`src/rtl/cdc_pulse_queue_sender.sv`:
```
// Source-domain sender for the toggle req/ack pulse crossing. Events that arrive
// while a transfer is in flight are queued in a saturating counter and launched back to back.
module cdc_pulse_queue_sender #(
    parameter int SYNC_DEPTH = 2,
    parameter int CNT_WIDTH  = 4
) (
    input  logic                 clk,
    input  logic                 reset,
    input  logic                 i_pulse,
    input  logic                 i_clear_overflow,
    output logic                 o_async_req,
    input  logic                 i_async_ack,
    output logic [CNT_WIDTH-1:0] o_pending,
    output logic                 o_busy,
    output logic                 o_overflow
);

    typedef enum logic {
        IDLE,
        WAIT_ACK
    } state_t;

    localparam logic [CNT_WIDTH-1:0] PENDING_MAX  = '1;
    localparam logic [CNT_WIDTH-1:0] PENDING_ZERO = '0;
    localparam logic [CNT_WIDTH-1:0] PENDING_ONE  = CNT_WIDTH'(1);

    state_t                 state;
    state_t                 state_next;
    logic                   req;
    logic                   req_next;
    logic [CNT_WIDTH-1:0]   pending;
    logic [CNT_WIDTH-1:0]   pending_next;
    logic                   overflow;
    logic                   overflow_next;
    logic                   overflow_set;
    logic                   synced_ack;

    (* ASYNC_REG = "TRUE", DONT_TOUCH = "TRUE" *) logic [SYNC_DEPTH-1:0] ack_sync;

    always_ff @(posedge clk or posedge reset) begin
        if (reset) begin
            ack_sync <= '0;
        end else begin
            ack_sync <= {ack_sync[SYNC_DEPTH-2:0], i_async_ack};
        end
    end

    assign synced_ack = ack_sync[SYNC_DEPTH-1];

    always_ff @(posedge clk or posedge reset) begin
        if (reset) begin
            state    <= IDLE;
            req      <= 1'b0;
            pending  <= PENDING_ZERO;
            overflow <= 1'b0;
        end else begin
            state    <= state_next;
            req      <= req_next;
            pending  <= pending_next;
            overflow <= overflow_next;
        end
    end

    // A launch consumes one event; a pulse in the same cycle replaces it, so the count holds.
    always_comb begin
        state_next   = state;
        req_next     = req;
        pending_next = pending;
        overflow_set = 1'b0;

        case (state)
            IDLE: begin
                if ((pending != PENDING_ZERO) || i_pulse) begin
                    req_next   = ~req;
                    state_next = WAIT_ACK;
                    if (!i_pulse) begin
                        pending_next = pending - PENDING_ONE;
                    end
                end
            end
            WAIT_ACK: begin
                if (synced_ack == req) begin
                    state_next = IDLE;
                end
                if (i_pulse) begin
                    if (pending == PENDING_MAX) begin
                        overflow_set = 1'b1;
                    end else begin
                        pending_next = pending + PENDING_ONE;
                    end
                end
            end
            default: begin
                state_next = IDLE;
            end
        endcase

        if (overflow_set) begin
            overflow_next = 1'b1;
        end else if (i_clear_overflow) begin
            overflow_next = 1'b0;
        end else begin
            overflow_next = overflow;
        end
    end

    assign o_async_req = req;
    assign o_pending   = pending;
    assign o_overflow  = overflow;
    assign o_busy      = (state == WAIT_ACK) || (pending != PENDING_ZERO);

endmodule
```
`config.mk`:
```
export PLATFORM = sky130hd
export DESIGN_NAME = cdc_pulse_queue_sender
export DESIGN_NICKNAME = d
export VERILOG_FILES = /design/src/rtl/cdc_pulse_queue_sender.sv
export SDC_FILE = /design/constraint.sdc
export NUM_CORES = 1
export LEC_CHECK = 0
export BUFFER_PORTS_ARGS = -buffer_cell sky130_fd_sc_hd__buf_2
export CAP_MARGIN = 15
export CORE_AREA = 3 3 40 42
export CTS_CLUSTER_SIZE = 20
export DETAILED_ROUTE_END_ITERATION = 8
export DIE_AREA = 0 0 43 45
export PLACE_DENSITY = 0.65
export SYNTH_ARGS = -nofsm -noshare
export SYNTH_HDL_FRONTEND = slang
export SYNTH_SLANG_ARGS = --single-unit
export TNS_END_PERCENT = 10
```
`constraint.sdc`:
```
create_clock -name clk -period 1.81 [get_ports clk]
set_clock_uncertainty 0.05 [all_clocks]
set_input_delay 0 -clock clk [delete_from_list [all_inputs] [get_ports clk]]
set_output_delay 0 -clock clk [all_outputs]
set_load 0.02 [all_outputs]
```
; ---- Yosys cells after proc, flatten, opt, wreduce, memory -nomap -nowiden
; Cells that the tools add are included.
[word_totals]
reg_bits = 9
in_bits = 5
output_inout_bits = 7
[classes]
n_addsub = 2
n_eq_ne = 6
n_mux = 13
bitwise = 2
n_reduce_logical = 6
[ops]
columns = cell, n
row1 = $mux 4, 4
row2 = $ne 2x2->1 const B, 4
row3 = $pmux 4 s2, 1
row4 = $mux 1, 7
row5 = $add 4x1->4 const B, 1
row6 = $eq 4x4->1 const B, 1
row7 = $reduce_and 4->1, 1
row8 = $reduce_bool 4->1, 1
row9 = $sub 4x1->4 const B, 1
row10 = $logic_or 1x1->1, 2
row11 = $not 1->1, 2
row12 = $pmux 1 s2, 1
row13 = $reduce_and 2->1, 1
row14 = $reduce_bool 2->1, 1
row15 = $eq 1x1->1, 1

; ---- Longest topological paths before layout
; Gate-level depths: netlist of the first run.
[depth]
ltp_word = 5
depth_mapped = 6

; ---- Worst setup path after synthesis of the first run
; OpenSTA, ideal clock, no wires.
[synth_timing]
kind = reg2reg
startpoint = reg pending[1] (netlist: o_pending[1])
endpoint = reg pending[3] (netlist: o_pending[3])
arrival_time_ns = 1.488
required_ns = 1.679
path_slack_ns = 0.191
path_stages_with_launch = 6
path_buffers = 0
synth_period_minus_slack_ns = 1.619
path_cell_list = dfrtp_1 > ha_1 > a21o_1 > a21oi_1 > mux2i_1 > xnor2_1
[synth_between]
elab_chain_len = 4
[synth_lines]
columns = element, line
row1 = "start, declared", 31  ; logic [CNT_WIDTH-1:0] pending;
row2 = "start signal, assigned", 59  ; pending <= pending_next;
row3 = $add 4x1->4 (tied with other cells), 89  ; pending_next = pending + PENDING_ONE;
row4 = $mux 4 (tied with other cells), 86  ; if (pending == PENDING_MAX) begin
row5 = $mux 4 (tied with other cells), 85  ; if (i_pulse) begin
row6 = $pmux 4 s2 / $reduce_and 4->1 (equally long branches), --
; Several ways; a longest one is shown, not always the timed one. The select of a mux whose other input is x is not followed.
; A chain may end at the register's enable or synchronous reset.

; ---- Worst setup path in the final report of the first run
[layout_timing]
startpoint = reg state
endpoint = reg pending[3] (netlist: o_pending[3])
[layout_between]
elab_chain_len = 3
[layout_lines]
columns = element, line
row1 = "start, declared", 27  ; state_t state;
row2 = "start signal, assigned", 57  ; state <= state_next;
row3 = $not 1->1 (no line), --
row4 = $ne 2x2->1 (no line), --
row5 = $reduce_and 4->1 (no line), --
; Several ways; a longest one is shown, not always the timed one.

==> results of run 1 <==
==> sequential cells by signal (all words and copies together), names as in the netlist <==
name / flops
ack_sync: 2
o_pending: 4
state: 1
o_async_req: 1
o_overflow: 1
==> cell families after synthesis <==
family | count (synthesis) | synth area share
flip-flops | 9 | 0.5014
AND/OR/NAND/NOR | 10 | 0.1504
multiplexers | 3 | 0.07242
adder cells (fa/ha/maj) | 3 | 0.1003
buffers and inverters | 3 | 0.02507
AO/OA/AOI/OAI | 4 | 0.05294
XOR/XNOR | 5 | 0.09751
==> routing by layer <==
metal	up-vias	track usage	share of wire
met4	0	0.05422	0.016
met5	-	0	0
met3	3	0.07570	0.099
li1	163	-	-
met2	10	0.1347	0.45
met1	146	0.1106	0.43
==> stage by stage <==
| stage | power (mW) | instances | instance area, sq um |
|---|---|---|---|
| 2_1_floorplan | 0.7830 | 37 | 449.2 |
| 3_3_place_gp | 0.9291 | 64 | 530.5 |
| 3_5_place_dp | 0.9333 | 64 | 530.5 |
| 4_1_cts | 1.108 | 72 | 596.8 |
| 5_1_grt | 1.201 | 72 | 596.8 |
| 6_report | 1.088 | 72 | 596.8 |
==> power groups by stage <==
stage	Sequential (mW)	Clock (mW)	Combinational, mW
after CTS	0.391	0.162	0.555
after detailed placement	0.394	0	0.539
after global placement	0.396	0	0.533
after global routing	0.403	0.181	0.617
final	0.388	0.153	0.547
after floorplan	0.458	0	0.326
==> cell usage in the layout (no fill, tap or decap) <==
cell type and count:
dlygate4sd3_1 4, nor2b_1 2, xnor2_1 2, nor2_1 2, buf_2 11, mux2_1 2, a21o_1 1, dfrtp_1 9
clkbuf_4 3, clkbuf_1 1, fa_1 1, inv_1 3, nand4_1 1, xor2_1 3, nand2_1 2, nor2_4 1
mux2i_1 1, buf_4 1, nor4_2 1, a21oi_1 2, o22ai_1 1, ha_1 2, nor3_2 1
==> worst paths after layout <==
kind                             startpoint           end  depth (start not counted)
worst max-delay path                  state  o_pending[3]                          6
worst min-delay path                i_pulse         state                          3
worst max register to register        state  o_pending[3]                          6
worst min register to register  ack_sync[0]   ack_sync[1]                          0
max in group asynchronous             reset  o_pending[2]                          3
min in group asynchronous             reset         state                          3
==> timing repair <==
| item | 4_1_cts | 5_1_grt |
|---|---|---|
| hold endpoints to repair | 11 | 0 |
| hold buffers | 4 | 0 |
| setup endpoints to repair | 0 | 0 |
==> final cells by class <==
type | instances | area (sq um)
fillers | 126 | 688.2
flip-flops and latches | 9 | 225.2
multi-input cells | 25 | 212.7
repair buffers | 16 | 102.6
clock buffers | 4 | 26.28
well taps | 15 | 18.77
inverters | 3 | 11.26
==> worst min-delay path, delay by kind of cell <==
kind / cells / cell delay, ps
compound gates: 1 / 140
buf+inv: 1 / 100
simple gates: 1 / 60
==> summary.txt, run 1 <==
routed vias/inst: 4.472
Synth async-reset ratio: 1.000
CTS tree: yes
Max Cap Violations: 0
yosys warns: 0
FF+latch count, synth: 9
Die X: 43 um
Synth top area share: 0.5014
crit path buf inv count: 1
largest net degree at the start of global routing: 10
Max clock buf depth: 2
Hold Crit Class: input port to flop
worst reg2reg setup slack: 150 ps
Clock Latency Late Sink: 260 ps
RSZ-0062 raised after global routing: false
Critical Path Fanout Max: 4
PD cells: 1822 nW/um^2
P_sw: 0.4563 mW
post-route ant nets: 0
share of layout cells above drive strength 1: 0.3158
CTS sink cnt: 9
total gr overflow: 0
Slew Viols, Final: 0
Core ar.: 1285 sq um
DRT Pass-1 Iters: 2
critical path's top delay family: flip-flops
Worst-path clk slew: 60 ps
sequential cell area fraction in the yosys report: 0.5014
synth unique cells: 18
Synth-to-Final Area Change: 32.87%
DIE AREA: 1935 sq um
CTS resizes: 0
post-detail-place hpwl: 566.2 um
Syn Inst Count: 37
Syn Nets: 45
DRT iter0 DRCs: 1
I/O Pins: 12
GRT Total Usage: 0.09882
CP endpoint kind: flop
first-pass GRT wire length: 1.297 mm
maximum vdd drop: 706.8 uV
internal power: 0.6314 mW
final WL: 755 um
final hold viol count: 0
Worst Path Required: 1940 ps
minimum clock period: 1661 ps
startpoint types: flop
Hold WS: 36.29 ps
Worst path max stage delay: 410 ps
Peak Freq: 601.9 MHz
Critical Path Slowest Stage Cell: dfrtp_1
starting density of the core: 0.3496
kind of critical path: flop to flop
period utilization: 0.9179
CTS Buf Count: 3
synthesized cell area: 449.2 sq um
number of global-route vias before repair: 298
dominant cell type by area after synthesis: dfrtp_1
initial antenna violation count: 0
row count: 13
final setup slack of the worst path: 148.5 ps
drt wl/cell: 10.49 um
Port Buffers: 11
CP arrival: 1790 ps
clock power share: 0.140
Post-synth EDFFs: 0
n_diodes: 0
vias: 322
fin nets: 66
pre-CTS setup slack: 148.6 ps
Slew headroom: 0.7695
Flop pwr share: 0.357
most frequent cell after synthesis: dfrtp_1
cells along the critical path: inv_1, ha_1, a21o_1, a21oi_1, mux2i_1, xnor2_1
largest cells by area after synthesis: dfrtp_1, xor2_1, ha_1
Post-CTS Setup Bufs: 0
most frequent cells after synthesis: dfrtp_1, inv_1, xor2_1
ys flop type: dfrtp_1
Util after Layout: 0.4645
DRC Markers: 0
# H-tree levels: 1
setup_tns: 0 ps
Tightest Pin Transition: 342.9 ps
Final setup viols: 0
Syn Area/Cell: 12.14 sq um
Die H: 45 um
Leak: 0.2897 nW
Net Sw Frac: 0.4195
Root Buffer: clkbuf_4
status: completed
Comb pwr share: 0.503
RePlAce Congestion: 0.6729
Power figures use the tool's default switching activity.
==> run 2, diff against run 1 <==
--- a/config.mk
+++ b/config.mk
@@ -11,7 +11,7 @@
 export CTS_CLUSTER_SIZE = 20
 export DETAILED_ROUTE_END_ITERATION = 8
 export DIE_AREA = 0 0 43 45
-export PLACE_DENSITY = 0.65
+export PLACE_DENSITY = 0.51
 export SYNTH_ARGS = -nofsm -noshare
 export SYNTH_HDL_FRONTEND = slang
 export SYNTH_SLANG_ARGS = --single-unit
==> summary.txt, run 2 (synthesized netlist as in run 1, its figures left out) <==
status: completed
Port Buffers: 11 (unchanged)
Peak Freq: 605.3 MHz (+0.57%)
Final setup viols: 0 (unchanged)
DRT Pass-1 Iters: 4 (+2)
DP Area: 523.0 sq um (-1.4%)
Die H: 45 um (unchanged)
Critical Path Fanout Max: 6 (+2)
number of global-route vias before repair: 318 (+6.7%)
Worst Path Required: 1950 ps (about the same)
Hold Crit Class: input port to flop
Largest register FFs: 4 (unchanged)
maximum vdd drop: 740.9 uV (+4.8%)
CTS Buf Count: 3 (unchanged)
Total Power Consumption: 1.078 mW (-0.91%)
initial antenna violation count: 0 (unchanged)
RSZ-0062 raised after global routing: false
share of layout cells above drive strength 1: 0.3214 (+0.005639)
I/O Pins: 12 (unchanged)
Max clock buf depth: 2 (unchanged)
final WL: 778 um (+3.0%)
starting density of the core: 0.3496 (unchanged)
GRT Total Usage: 0.1005 (+0.001689)
setup_tns: 0 ps (unchanged)
most frequent cells in the layout: buf_2, dfrtp_1, dlygate4sd3_1
total gr overflow: 0 (unchanged)
CTS sink cnt: 9 (unchanged)
kind of critical path: flop to flop
routed vias/inst: 4.479 (+0.15%)
Leak: 0.2831 nW (-2.3%)
Clock Latency Late Sink: 260 ps (about the same)
n_diodes: 0 (unchanged)
DIE AREA: 1935 sq um (unchanged)
period utilization: 0.9127 (-0.005206)
cells along the critical path: inv_2, ha_1, a21o_1, a21oi_1, mux2i_1, xnor2_1
first-pass GRT wire length: 1.421 mm (+9.6%)
post-route cell area: 589.3 sq um (-1.3%)
minimum clock period: 1652 ps (-9.423 ps)
met3 routed WL: 71 um (-5.3%)
CTS tree: yes
Worst-path clk slew: 70 ps (about the same)
# H-tree levels: 1 (unchanged)
row count: 13 (unchanged)
critical path's top delay family: flip-flops
met2 wire len: 348 um (+1.8%)
post-detail-place hpwl: 579.3 um (+2.3%)
final hold viol count: 0 (unchanged)
post-route ant nets: 0 (unchanged)
PD cells: 1829 nW/um^2 (+0.35%)
largest net degree at the start of global routing: 10 (unchanged)
Slew Viols, Final: 0 (unchanged)
CP arrival: 1790 ps (about the same)
crit path buf inv count: 1 (unchanged)
startpoint types: flop
DRT iter0 DRCs: 3 (+2)
most common cell after layout, fill and taps aside: buf_2
Max Cap Violations: 0 (unchanged)
Critical Path Slowest Stage Cell: dfrtp_1
drt wl/cell: 10.96 um (+4.5%)
Core ar.: 1285 sq um (unchanged)
Slew headroom: 0.7565 (-0.01303)
Post-CTS Setup Bufs: 0 (unchanged)
Synth-to-Final Area Change: 31.20%
Tightest Pin Transition: 364.9 ps (+21.99 ps)
vias: 318 (-1.2%)
CP endpoint kind: flop
DRC Markers: 0 (unchanged)
fin nets: 65 (-1.5%)
RePlAce Congestion: 0.6645 (-1.2%)
Worst path max stage delay: 430 ps (+20 ps)
Post-Route M1 WL: 357 um (+9.8%)
Die X: 43 um (unchanged)
top sig layer: met3
Root Buffer: clkbuf_4
==> run 2: cell types whose count changed in the layout (fill, tap and decap cells not counted) <==
cell / previous run / this run
buf_4: 1 / 0
inv_1: 3 / 2
inv_2: 0 / 1
==> run 2: worst reg2reg max path: cells and delay by family (launching register included) <==
family | cells | cell delay (ps)
compound gates | 2 | 340
xor+xnor | 1 | 140
fa+ha+maj | 1 | 240
buf+inv | 1 | 140
flops | 1 | 430
mux | 1 | 230
==> run 2: cell type report <==
| type | instances | area (sq um) |
|---|---|---|
| Clock buffer | 4 | 26.28 |
| Fill cell | 129 | 695.7 |
| Inverter | 3 | 11.26 |
| Multi-Input combinational cell | 25 | 212.7 |
| Sequential cell | 9 | 225.2 |
| Tap cell | 15 | 18.77 |
| Timing Repair Buffer | 15 | 95.09 |
==> run 2: path summary, 6_finish.rpt <==
path	from	endpoint	slack [ps]	cells past startpoint
worst max-delay path	state	o_pending[3]	160	6
worst min-delay path	i_pulse	state	30	3
worst min register to register	ack_sync[0]	ack_sync[1]	300	0
max in group asynchronous	reset	o_pending[0]	1240	3
min in group asynchronous	reset	state	190	3
worst max register to register	state	o_pending[3]	160	6
==> run 2: layer usage <==
layer  global-route usage  up-vias
li1                     -      161
met1               0.1256      147
met2               0.1467       10
met3              0.06773        0
met4              0.01807        0
met5                    0        -
==> run 2: what timing repair did <==
action / in CTS / in global routing
hold buffers: 4 / 0
resized for setup: 0 / 1
setup endpoints to repair: 0 / 1
endpoints found under the hold margin: 11 / 0
==> run 2: where the power goes <==
group	switching, mW	internal (mW)
Sequential	0.112	0.283
Clock	0.0679	0.0847
Combinational	0.278	0.252
==> run 2: through the flow <==
stage               hold slack, ps    util  setup WS (ps)  std cells
finish                       31.08  0.4586          157.9         71
CTS                          20.20  0.4586          72.49         71
detailed placement          -64.54  0.4070          103.2         63
global placement            -83.85  0.4070          133.3         63
floorplan                   -222.1       -          191.0         37
global route                 49.25  0.4586          39.17         71
